==> src/rtl/spin_speed_ramp_if.sv <==
// Handshake bundle between the wash-mode/button logic and the spin-speed ramp controller.
// The master side drives mode/buttons/run; the slave side returns the selection and ramp status.
interface spin_speed_ramp_if #(
  parameter int MODE_W  = 3,
  parameter int SPEED_W = 11
);
  logic [MODE_W-1:0]  wash_mode;
  logic               load;
  logic               increment;
  logic               decrement;
  logic               run;
  logic [SPEED_W-1:0] selected_spin_speed;
  logic [SPEED_W-1:0] motor_speed;
  logic               at_speed;
  logic               ramping;

  modport master (
    output wash_mode, load, increment, decrement, run,
    input  selected_spin_speed, motor_speed, at_speed, ramping
  );

  modport slave (
    input  wash_mode, load, increment, decrement, run,
    output selected_spin_speed, motor_speed, at_speed, ramping
  );
endinterface

==> src/rtl/spin_speed_ramp_ctrl.sv <==
// Spin-speed selector with per-mode defaults/ceilings and wrap-around stepping,
// plus a rate-limited slew of the commanded motor speed toward the selection.
module spin_speed_ramp_ctrl #(
  parameter int MODE_W    = 3,
  parameter int SPEED_W   = 11,
  parameter int IDX_W     = 3,
  parameter int NUM_STEPS = 6,
  parameter logic [NUM_STEPS*SPEED_W-1:0] SPEED_TABLE =
    {11'd1400, 11'd1200, 11'd1000, 11'd800, 11'd400, 11'd0},
  parameter logic [(2**MODE_W)*IDX_W-1:0] DEFAULT_IDX =
    {3'd5, 3'd3, 3'd0, 3'd2, 3'd4, 3'd1, 3'd5, 3'd3},
  parameter logic [(2**MODE_W)*IDX_W-1:0] MAX_IDX =
    {3'd5, 3'd4, 3'd0, 3'd3, 3'd5, 3'd2, 3'd5, 3'd5},
  parameter int RAMP_DIV  = 4,
  parameter int RAMP_STEP = 200
) (
  input  logic              clk,
  input  logic              reset,
  spin_speed_ramp_if.slave  bus
);

  localparam int NUM_MODES = 2**MODE_W;
  localparam int TAB_SIZE  = 2**IDX_W;
  localparam int CNT_W     = (RAMP_DIV > 1) ? $clog2(RAMP_DIV) : 1;

  logic [IDX_W-1:0]   dflt_tab [NUM_MODES];
  logic [IDX_W-1:0]   max_tab  [NUM_MODES];
  logic [SPEED_W-1:0] spd_tab  [TAB_SIZE];

  logic [IDX_W-1:0]   idx;
  logic               inc_q, dec_q;
  logic [CNT_W-1:0]   div_cnt;
  logic [SPEED_W-1:0] motor_speed;
  logic [SPEED_W-1:0] sel_speed;
  logic [SPEED_W-1:0] goal;
  logic               inc_p, dec_p, tick;

  // Unpack the parameter vectors so lookups are plain array reads; unused index slots read 0.
  for (genvar m = 0; m < NUM_MODES; m++) begin : g_mode_tab
    assign dflt_tab[m] = DEFAULT_IDX[m*IDX_W +: IDX_W];
    assign max_tab[m]  = MAX_IDX[m*IDX_W +: IDX_W];
  end

  for (genvar s = 0; s < TAB_SIZE; s++) begin : g_speed_tab
    if (s < NUM_STEPS) begin : g_used
      assign spd_tab[s] = SPEED_TABLE[s*SPEED_W +: SPEED_W];
    end else begin : g_unused
      assign spd_tab[s] = '0;
    end
  end

  // One slew tick: move toward the goal by at most RAMP_STEP, landing exactly on it.
  function automatic logic [SPEED_W-1:0] slew(input logic [SPEED_W-1:0] cur,
                                              input logic [SPEED_W-1:0] tgt);
    logic [SPEED_W-1:0] lim;
    lim = SPEED_W'(RAMP_STEP);
    if (tgt > cur)      return ((tgt - cur) > lim) ? cur + lim : tgt;
    else if (cur > tgt) return ((cur - tgt) > lim) ? cur - lim : tgt;
    else                return cur;
  endfunction

  assign inc_p     = bus.increment & ~inc_q;
  assign dec_p     = bus.decrement & ~dec_q;
  assign tick      = (div_cnt == CNT_W'(RAMP_DIV - 1));
  assign sel_speed = spd_tab[idx];
  assign goal      = bus.run ? sel_speed : '0;

  always_ff @(posedge clk or posedge reset) begin
    if (reset) begin
      idx         <= '0;
      inc_q       <= 1'b0;
      dec_q       <= 1'b0;
      div_cnt     <= '0;
      motor_speed <= '0;
    end else begin
      inc_q   <= bus.increment;
      dec_q   <= bus.decrement;
      div_cnt <= tick ? '0 : div_cnt + CNT_W'(1);
      if (tick) motor_speed <= slew(motor_speed, goal);

      // Selection is frozen while spinning; an out-of-range idx after a mode change is
      // pulled back only by the next button edge.
      if (!bus.run) begin
        if (bus.load)
          idx <= dflt_tab[bus.wash_mode];
        else if (inc_p && !dec_p)
          idx <= (idx >= max_tab[bus.wash_mode]) ? '0 : idx + IDX_W'(1);
        else if (dec_p && !inc_p)
          idx <= (idx == '0) ? max_tab[bus.wash_mode] : idx - IDX_W'(1);
      end
    end
  end

  assign bus.selected_spin_speed = sel_speed;
  assign bus.motor_speed         = motor_speed;
  assign bus.at_speed            = bus.run & (motor_speed == sel_speed);
  assign bus.ramping             = (motor_speed != goal);

endmodule

==> src/flat_wrapper.sv <==
// flat-port wrapper written by rule: the top's interface ports become plain ports
module spin_speed_ramp_ctrl_flat 
#(
  parameter int MODE_W    = 3,
  parameter int SPEED_W   = 11,
  parameter int IDX_W     = 3,
  parameter int NUM_STEPS = 6,
  parameter logic [NUM_STEPS*SPEED_W-1:0] SPEED_TABLE =
    {11'd1400, 11'd1200, 11'd1000, 11'd800, 11'd400, 11'd0},
  parameter logic [(2**MODE_W)*IDX_W-1:0] DEFAULT_IDX =
    {3'd5, 3'd3, 3'd0, 3'd2, 3'd4, 3'd1, 3'd5, 3'd3},
  parameter logic [(2**MODE_W)*IDX_W-1:0] MAX_IDX =
    {3'd5, 3'd4, 3'd0, 3'd3, 3'd5, 3'd2, 3'd5, 3'd5},
  parameter int RAMP_DIV  = 4,
  parameter int RAMP_STEP = 200
)
  (clk, reset, bus_wash_mode, bus_load, bus_increment, bus_decrement, bus_run, bus_selected_spin_speed, bus_motor_speed, bus_at_speed, bus_ramping);
  spin_speed_ramp_if #(.MODE_W(MODE_W), .SPEED_W(SPEED_W)) bus_i ();
  input  logic clk;
  input  logic reset;
  input wire logic [$bits(bus_i.wash_mode)-1:0] bus_wash_mode;
  input wire logic [$bits(bus_i.load)-1:0] bus_load;
  input wire logic [$bits(bus_i.increment)-1:0] bus_increment;
  input wire logic [$bits(bus_i.decrement)-1:0] bus_decrement;
  input wire logic [$bits(bus_i.run)-1:0] bus_run;
  output wire logic [$bits(bus_i.selected_spin_speed)-1:0] bus_selected_spin_speed;
  output wire logic [$bits(bus_i.motor_speed)-1:0] bus_motor_speed;
  output wire logic [$bits(bus_i.at_speed)-1:0] bus_at_speed;
  output wire logic [$bits(bus_i.ramping)-1:0] bus_ramping;
  assign bus_i.wash_mode = bus_wash_mode;
  assign bus_i.load = bus_load;
  assign bus_i.increment = bus_increment;
  assign bus_i.decrement = bus_decrement;
  assign bus_i.run = bus_run;
  assign bus_selected_spin_speed = bus_i.selected_spin_speed;
  assign bus_motor_speed = bus_i.motor_speed;
  assign bus_at_speed = bus_i.at_speed;
  assign bus_ramping = bus_i.ramping;
  spin_speed_ramp_ctrl #(.MODE_W(MODE_W), .SPEED_W(SPEED_W), .IDX_W(IDX_W), .NUM_STEPS(NUM_STEPS), .SPEED_TABLE(SPEED_TABLE), .DEFAULT_IDX(DEFAULT_IDX), .MAX_IDX(MAX_IDX), .RAMP_DIV(RAMP_DIV), .RAMP_STEP(RAMP_STEP)) u_core (.clk(clk), .reset(reset), .bus(bus_i));
endmodule
==> config.mk <==
export PLATFORM = sky130hd
export DESIGN_NAME = spin_speed_ramp_ctrl_flat
export DESIGN_NICKNAME = d
export VERILOG_FILES = /design/src/rtl/spin_speed_ramp_if.sv /design/src/rtl/spin_speed_ramp_ctrl.sv /design/src/flat_wrapper.sv
export SDC_FILE = /design/constraint.sdc
export NUM_CORES = 1
export LEC_CHECK = 0
export BUFFER_PORTS_ARGS = -buffer_cell sky130_fd_sc_hd__buf_2
export CAP_MARGIN = 20
export CORE_MARGIN = 4
export CORE_UTILIZATION = 25
export DETAILED_ROUTE_END_ITERATION = 8
export GPL_ROUTABILITY_DRIVEN = 0
export SLEW_MARGIN = 20
export SYNTH_ARGS = -nofsm -noshare
export SYNTH_HDL_FRONTEND = slang
export SYNTH_SLANG_ARGS = --single-unit
==> constraint.sdc <==
create_clock -name clk -period 3.5 [get_ports clk]
set_clock_uncertainty 0.1 [all_clocks]
set_input_delay 0.525 -clock clk [delete_from_list [all_inputs] [get_ports clk]]
set_output_delay 0.525 -clock clk [all_outputs]
set_load 0.1 [all_outputs]
### Word-level counts from Yosys, hierarchy flattened

Memories as Yosys holds them, arrays and structs flattened.
Cells that the tools add are included.
Widths: inputs -> output; s select.

* output and inout port bits: 24
* logic and storage cells: 59
* memories: 3
* bits of input ports: 9
* memory bits (read-only): 136
* register bits after elaboration: 18

* reduce and logical (&&, ||, !) cells: 9
* add/sub/neg operators: 7
* mux-type cells: 17
* order comparisons: 7
* bitwise logic cells: 8
* equal/unequal tests: 3

Memories
* (no name shown): words 8, bits a word 11, rd ports 1, clocked after Yosys merged registers in 0, wr ports 0, line spin_speed_ramp_ctrl.sv:65 `assign sel_speed = spd_tab[idx];`
* (no name shown): words 8, bits a word 3, rd ports 1, clocked after Yosys merged registers in 0, wr ports 0, line spin_speed_ramp_ctrl.sv:85 `idx <= dflt_tab[bus.wash_mode];`
* (no name shown): words 8, bits a word 3, rd ports 1, clocked after Yosys merged registers in 0, wr ports 0, line spin_speed_ramp_ctrl.sv:87 `idx <= (idx >= max_tab[bus.wash_mode]) ? '0 : idx + IDX_W'(1);`

Operators by type and width (number)
* $mux 11: 7
* $mux 3: 9
* $gt 11x11->1: 2
* $gt 11x8->1 const B: 2
* $sub 11x11->11: 2
* $add 11x8->11 const B: 1
* $eq 11x11->1: 1
* $ne 11x11->1: 1
* $sub 11x8->11 const B: 1
* $ge 4x4->1 const B: 2
* $not 3->4: 2
* $reduce_and 2->1: 2
* $add 3x1->3 const B: 1
* $and 1x1->1: 3
* $ge 3x3->1: 1
* $logic_not 3->1: 1
* $not 1->1: 3
* $reduce_bool 3->1: 1
* $sub 3x1->3 const B: 1
* $add 2x1->2 const B: 1
* $eq 2x2->1 const B: 1
* $logic_and 1x1->1: 2
* $logic_not 1->1: 2
* $mux 2: 1
* $reduce_bool 2->1: 1

### Logic depth before layout (Yosys ltp)

* depth in word-level cells: 10
* depth in mapped cells: 17
* depth with buffers taken out: 15

### Worst setup path before layout

No wires, ideal clock.

* path type: reg2out
* start point: reg u_core.idx[1]
* end point: out bus_at_speed
* data required time: 2875 ps
* stages on the path, launching flop included: 7
* slack: -2614 ps
* arrival: 5489 ps
* path through: dfrtp_1 -> inv_1 -> ha_1 -> nor2_1 -> a21oi_1 -> xnor2_1 -> nor4_1

* cells in the longest elaborated chain, start to end: 6

RTL lines
* start: declaration: line spin_speed_ramp_ctrl.sv:30 `logic [IDX_W-1:0] idx;`
* start signal: assignment: line spin_speed_ramp_ctrl.sv:85
* start signal: assignment: line spin_speed_ramp_ctrl.sv:87
* start signal: assignment: line spin_speed_ramp_ctrl.sv:89 `idx <= (idx == '0) ? max_tab[bus.wash_mode] : idx - IDX_W'(1);`
* $not 3->4 (implied by the code): line spin_speed_ramp_ctrl.sv:65
* $mem_v2 8x11
* $mux 11 (implied by the code) (2 in series): line spin_speed_ramp_ctrl.sv:65
* via bus_selected_spin_speed[4]: line flat_wrapper.sv:26 `output wire logic [$bits(bus_i.selected_spin_speed)-1:0] bus_selected_spin_speed;`
* $eq 11x11->1: line spin_speed_ramp_ctrl.sv:96 `assign bus.at_speed = bus.run & (motor_speed == sel_speed);`
* $and 1x1->1: line spin_speed_ramp_ctrl.sv:96
* end: declaration: line flat_wrapper.sv:28 `output wire logic [$bits(bus_i.at_speed)-1:0] bus_at_speed;`

The timed path passes the listed nets, and every way through them passes these cells. The select of a mux whose other input is x is not followed.

### Worst setup path in the final report

* start point: reg u_core.idx[1]
* end point: reg u_core.motor_speed[8], in the netlist u_core.bus.motor_speed[8]

* cells in the longest elaborated chain, start to end: 10
* elaborated cells between the ends (all ways): 17

RTL lines
* $not 3->4 (implied by the code) *: line spin_speed_ramp_ctrl.sv:65
* $mem_v2 8x11 *
* $mux 11 (implied by the code) * (2 in series): line spin_speed_ramp_ctrl.sv:65
* $mux 11 *: line spin_speed_ramp_ctrl.sv:66 `assign goal = bus.run ? sel_speed : '0;`
* $sub 11x11->11: line spin_speed_ramp_ctrl.sv:58 `else if (cur > tgt) return ((cur - tgt) > lim) ? cur - lim : tgt;`
* $gt 11x8->1: line spin_speed_ramp_ctrl.sv:58
* $mux 11 (2 in series): line spin_speed_ramp_ctrl.sv:58
* $mux 11: line spin_speed_ramp_ctrl.sv:57 `if (tgt > cur) return ((tgt - cur) > lim) ? cur + lim : tgt;`
* end signal: assignment: line spin_speed_ramp_ctrl.sv:79 `if (tick) motor_speed <= slew(motor_speed, goal);`
* end: declaration: line spin_speed_ramp_ctrl.sv:33 `logic [SPEED_W-1:0] motor_speed;`

Every way passes the cells marked *; elsewhere a longest branch is shown, timed or not. The select of a mux whose other input is x is not followed.
A chain may end at the register's enable or synchronous reset.

==> results.md <==
* Share of layout cells above drive strength 1 at 0.426
* Avg WL per Cell at 15.6 um
* Root buf cell: clkbuf_8
* Arr. time, crit path at 3.48 ns
* Largest stage delay, worst path at 0.41 ns
* Reg-to-reg critical path endpoint: u_core.bus.motor_speed[8]$_DFFE_PP0P_
* Hold WC Path Type: in2async
* Sequential Area at 379 um2
* Seq cells post-synth at 15
* TritonCTS Buffers at 3
* Synth warn at 0
* ANT cells at 0
* Gr usage total at 0.121
* Final-report hold violation count at 0
* Clock Latency Late Sink at 0.26 ns
* Max-slew headroom at 0.612
* Drt first pass iters at 4
* Clock sink total at 15
* Setup total negative slack at 0 ns
* Seq/Total Area, Yosys at 0.142
* NumNets Final at 443
* Initial antenna violation count at 0
* Longest Clk Path Bufs at 2
* Ys flop type: dfrtp_1
* Most frequent cells in the layout: 52 x buf_4, 26 x buf_2, 23 x nand2_1
* CORE AREA at 10300 um2
* Vias at 2700
* Yosys cell types at 76
* # DRC at 0
* Mapped Area at 2640 um2
* Worst slack, placed at -0.0145 ns
* Mapped Avg Cell Area at 8.09 um2
* Tmin final at 3.47 ns
* Vias in the first global route at 2444
* RR Startpoint: u_core.idx[1]$_DFFE_PP0P_
* Post-synth EDFFs at 0
* Final setup vio count at 0
* Iteration-0 DRC count of the detailed router at 117
* Critical path class: reg2reg
* GR Overflow Total at 0
* Antenna-violating nets left at 0
* Post-route cell area at 3720 um2
* Rows at 37
* Ordered cell list for the critical path: inv_2 -> ha_4 -> nand2_2 -> a21boi_4 -> nor2_4 -> inv_2 -> ha_4 -> buf_6 -> nand2b_4 -> o31ai_4 -> a221oi_4 -> nor4b_2 -> a22oi_2 -> a211oi_4 -> buf_12 -> buf_4 -> mux2i_1 -> o221ai_1
* DR vias/cell at 5.03
* Starting Density at 0.256
* Req. time, crit path at 3.52 ns
* Chip Height at 111 um
* Setup crit end kind: register
* Top Ports at 33
* H-tree depth at 1
* Max-Cap Viols at 0
* Fmax at 288 MHz
* Die width at 111 um
* Critical path buffers and inverters at 5
* DP Wirelength at 6250 um
* Reg clk slew, reported paths at 0.07 ns
* First-pass GRT wire length at 12600 um
* Top cell family by delay on the critical path: compound AO/OA/AOI/OAI gates
* Ys async rst share at 1.00
* Number of fillers in the final layout at 1062
* R2r setup slk at 0.03 ns
* Area Overhead vs Synth at 41.1%
* Final worst path period share at 0.991
* R2R depth at 18
* Final wirelength at 8360 um
* Setup WS post-layout at 0.0312 ns
* Critical path startpoint category: register
* Die Area at 12300 um2
* CP Max Fanout at 7
* Status: finished, final reports clean
* Most common cell after layout, fill and taps aside: buf_4
* Worst slew pin tran at 0.581 ns
* Placed Instance Area at 3210 um2
* Synth Instances at 326
* Unrepaired setup endpoints after global routing: true
* Final Max Slew Viols at 0
* Largest net degree at the start of global routing at 16
* Multi-input gate area in the final layout at 2360 um2
* # port buffers at 26
* CTS tree: yes
* Crit-path slowest cell: dfrtp_2
## Yosys cell counts, types with 5 or more instances
master    count  area share
xor2_1        7       0.023
inv_1        26       0.037
and3_1        5       0.012
nand4_1       5       0.012
buf_4         7       0.020
a21oi_1      21       0.040
or2_2         5       0.012
buf_2         6       0.011
nand2_1      27       0.038
ha_1         31        0.15
mux2i_1      12       0.046
nand3_1       6       0.011
xnor2_1      11       0.037
a21o_1        6       0.017
nor2b_1       9       0.021
o21ai_0      13       0.025
dfrtp_1      15        0.14
nor3_1        7       0.013
clkbuf_1      7       0.010
nor2_1       18       0.026
## worst max path at each step
stage,from,end,slack [ns],cells after the start
6_report,u_core.idx[1]$_DFFE_PP0P_,u_core.bus.motor_speed[8]$_DFFE_PP0P_,0.03,18
5_1_grt,u_core.idx[1]$_DFFE_PP0P_,u_core.bus.motor_speed[10]$_DFFE_PP0P_,-0.08,18
4_1_cts,u_core.idx[1]$_DFFE_PP0P_,u_core.bus.motor_speed[3]$_DFFE_PP0P_,0.008,16
3_5_place_dp,u_core.idx[1]$_DFFE_PP0P_,u_core.bus.motor_speed[4]$_DFFE_PP0P_,-0.01,16
3_3_place_gp,u_core.idx[1]$_DFFE_PP0P_,u_core.bus.motor_speed[6]$_DFFE_PP0P_,0.02,16
2_1_floorplan,u_core.idx[2]$_DFFE_PP0P_,u_core.bus.motor_speed[6]$_DFFE_PP0P_,-0.80,16
## cell type report
type                            instances  share of cell area
Multi-Input combinational cell        266               0.634
Timing Repair Buffer                   89               0.176
Tap cell                              136              0.0457
Clock buffer                            3              0.0111
Inverter                               27              0.0299
Clock inverter                          1             0.00134
Sequential cell                        15               0.102
## metrics by stage
step                 util  std cells  hold WS [ns]
global route        0.361        537         0.287
finish              0.361        537         0.217
detailed placement  0.311        508         0.330
global placement    0.311        508         0.313
floorplan               -        331         0.303
CTS                 0.315        512         0.252
## flip-flops by register name, summed over array words and instances (netlist names)
register / flops
u_core.idx: 3
u_core.div_cnt: 2
u_core.dec_q: 1
u_core.bus.motor_speed: 8
u_core.inc_q: 1
## logic make-up after synthesis
| family | share of synthesized area |
|---|---|
| AO/OA/AOI/OAI | 0.262 |
| XOR/XNOR | 0.0597 |
| buffers and inverters | 0.0906 |
| other | 0.00142 |
| flip-flops | 0.142 |
| multiplexers | 0.0711 |
| adder cells (fa/ha/maj) | 0.155 |
| AND/OR/NAND/NOR | 0.218 |
## what timing repair did
item	in CTS	in global routing
gates resized for setup	1	64
pin swaps	0	24
cloned	0	1
buffers inserted	0	24
setup endpoints to repair	3	9
hold buffers	0	0
## metal layers
layer	global-route usage	up-vias	wire length (um)
li1	-	1317	-
met1	0.177	1271	3910
met2	0.189	98	3850
met3	0.0120	14	438
met4	0.0304	0	165
met5	0	-	0
Power is left out: the tool's default activity adds up to more than one toggle a clock period on the data nets, which glitch-free logic cannot reach.
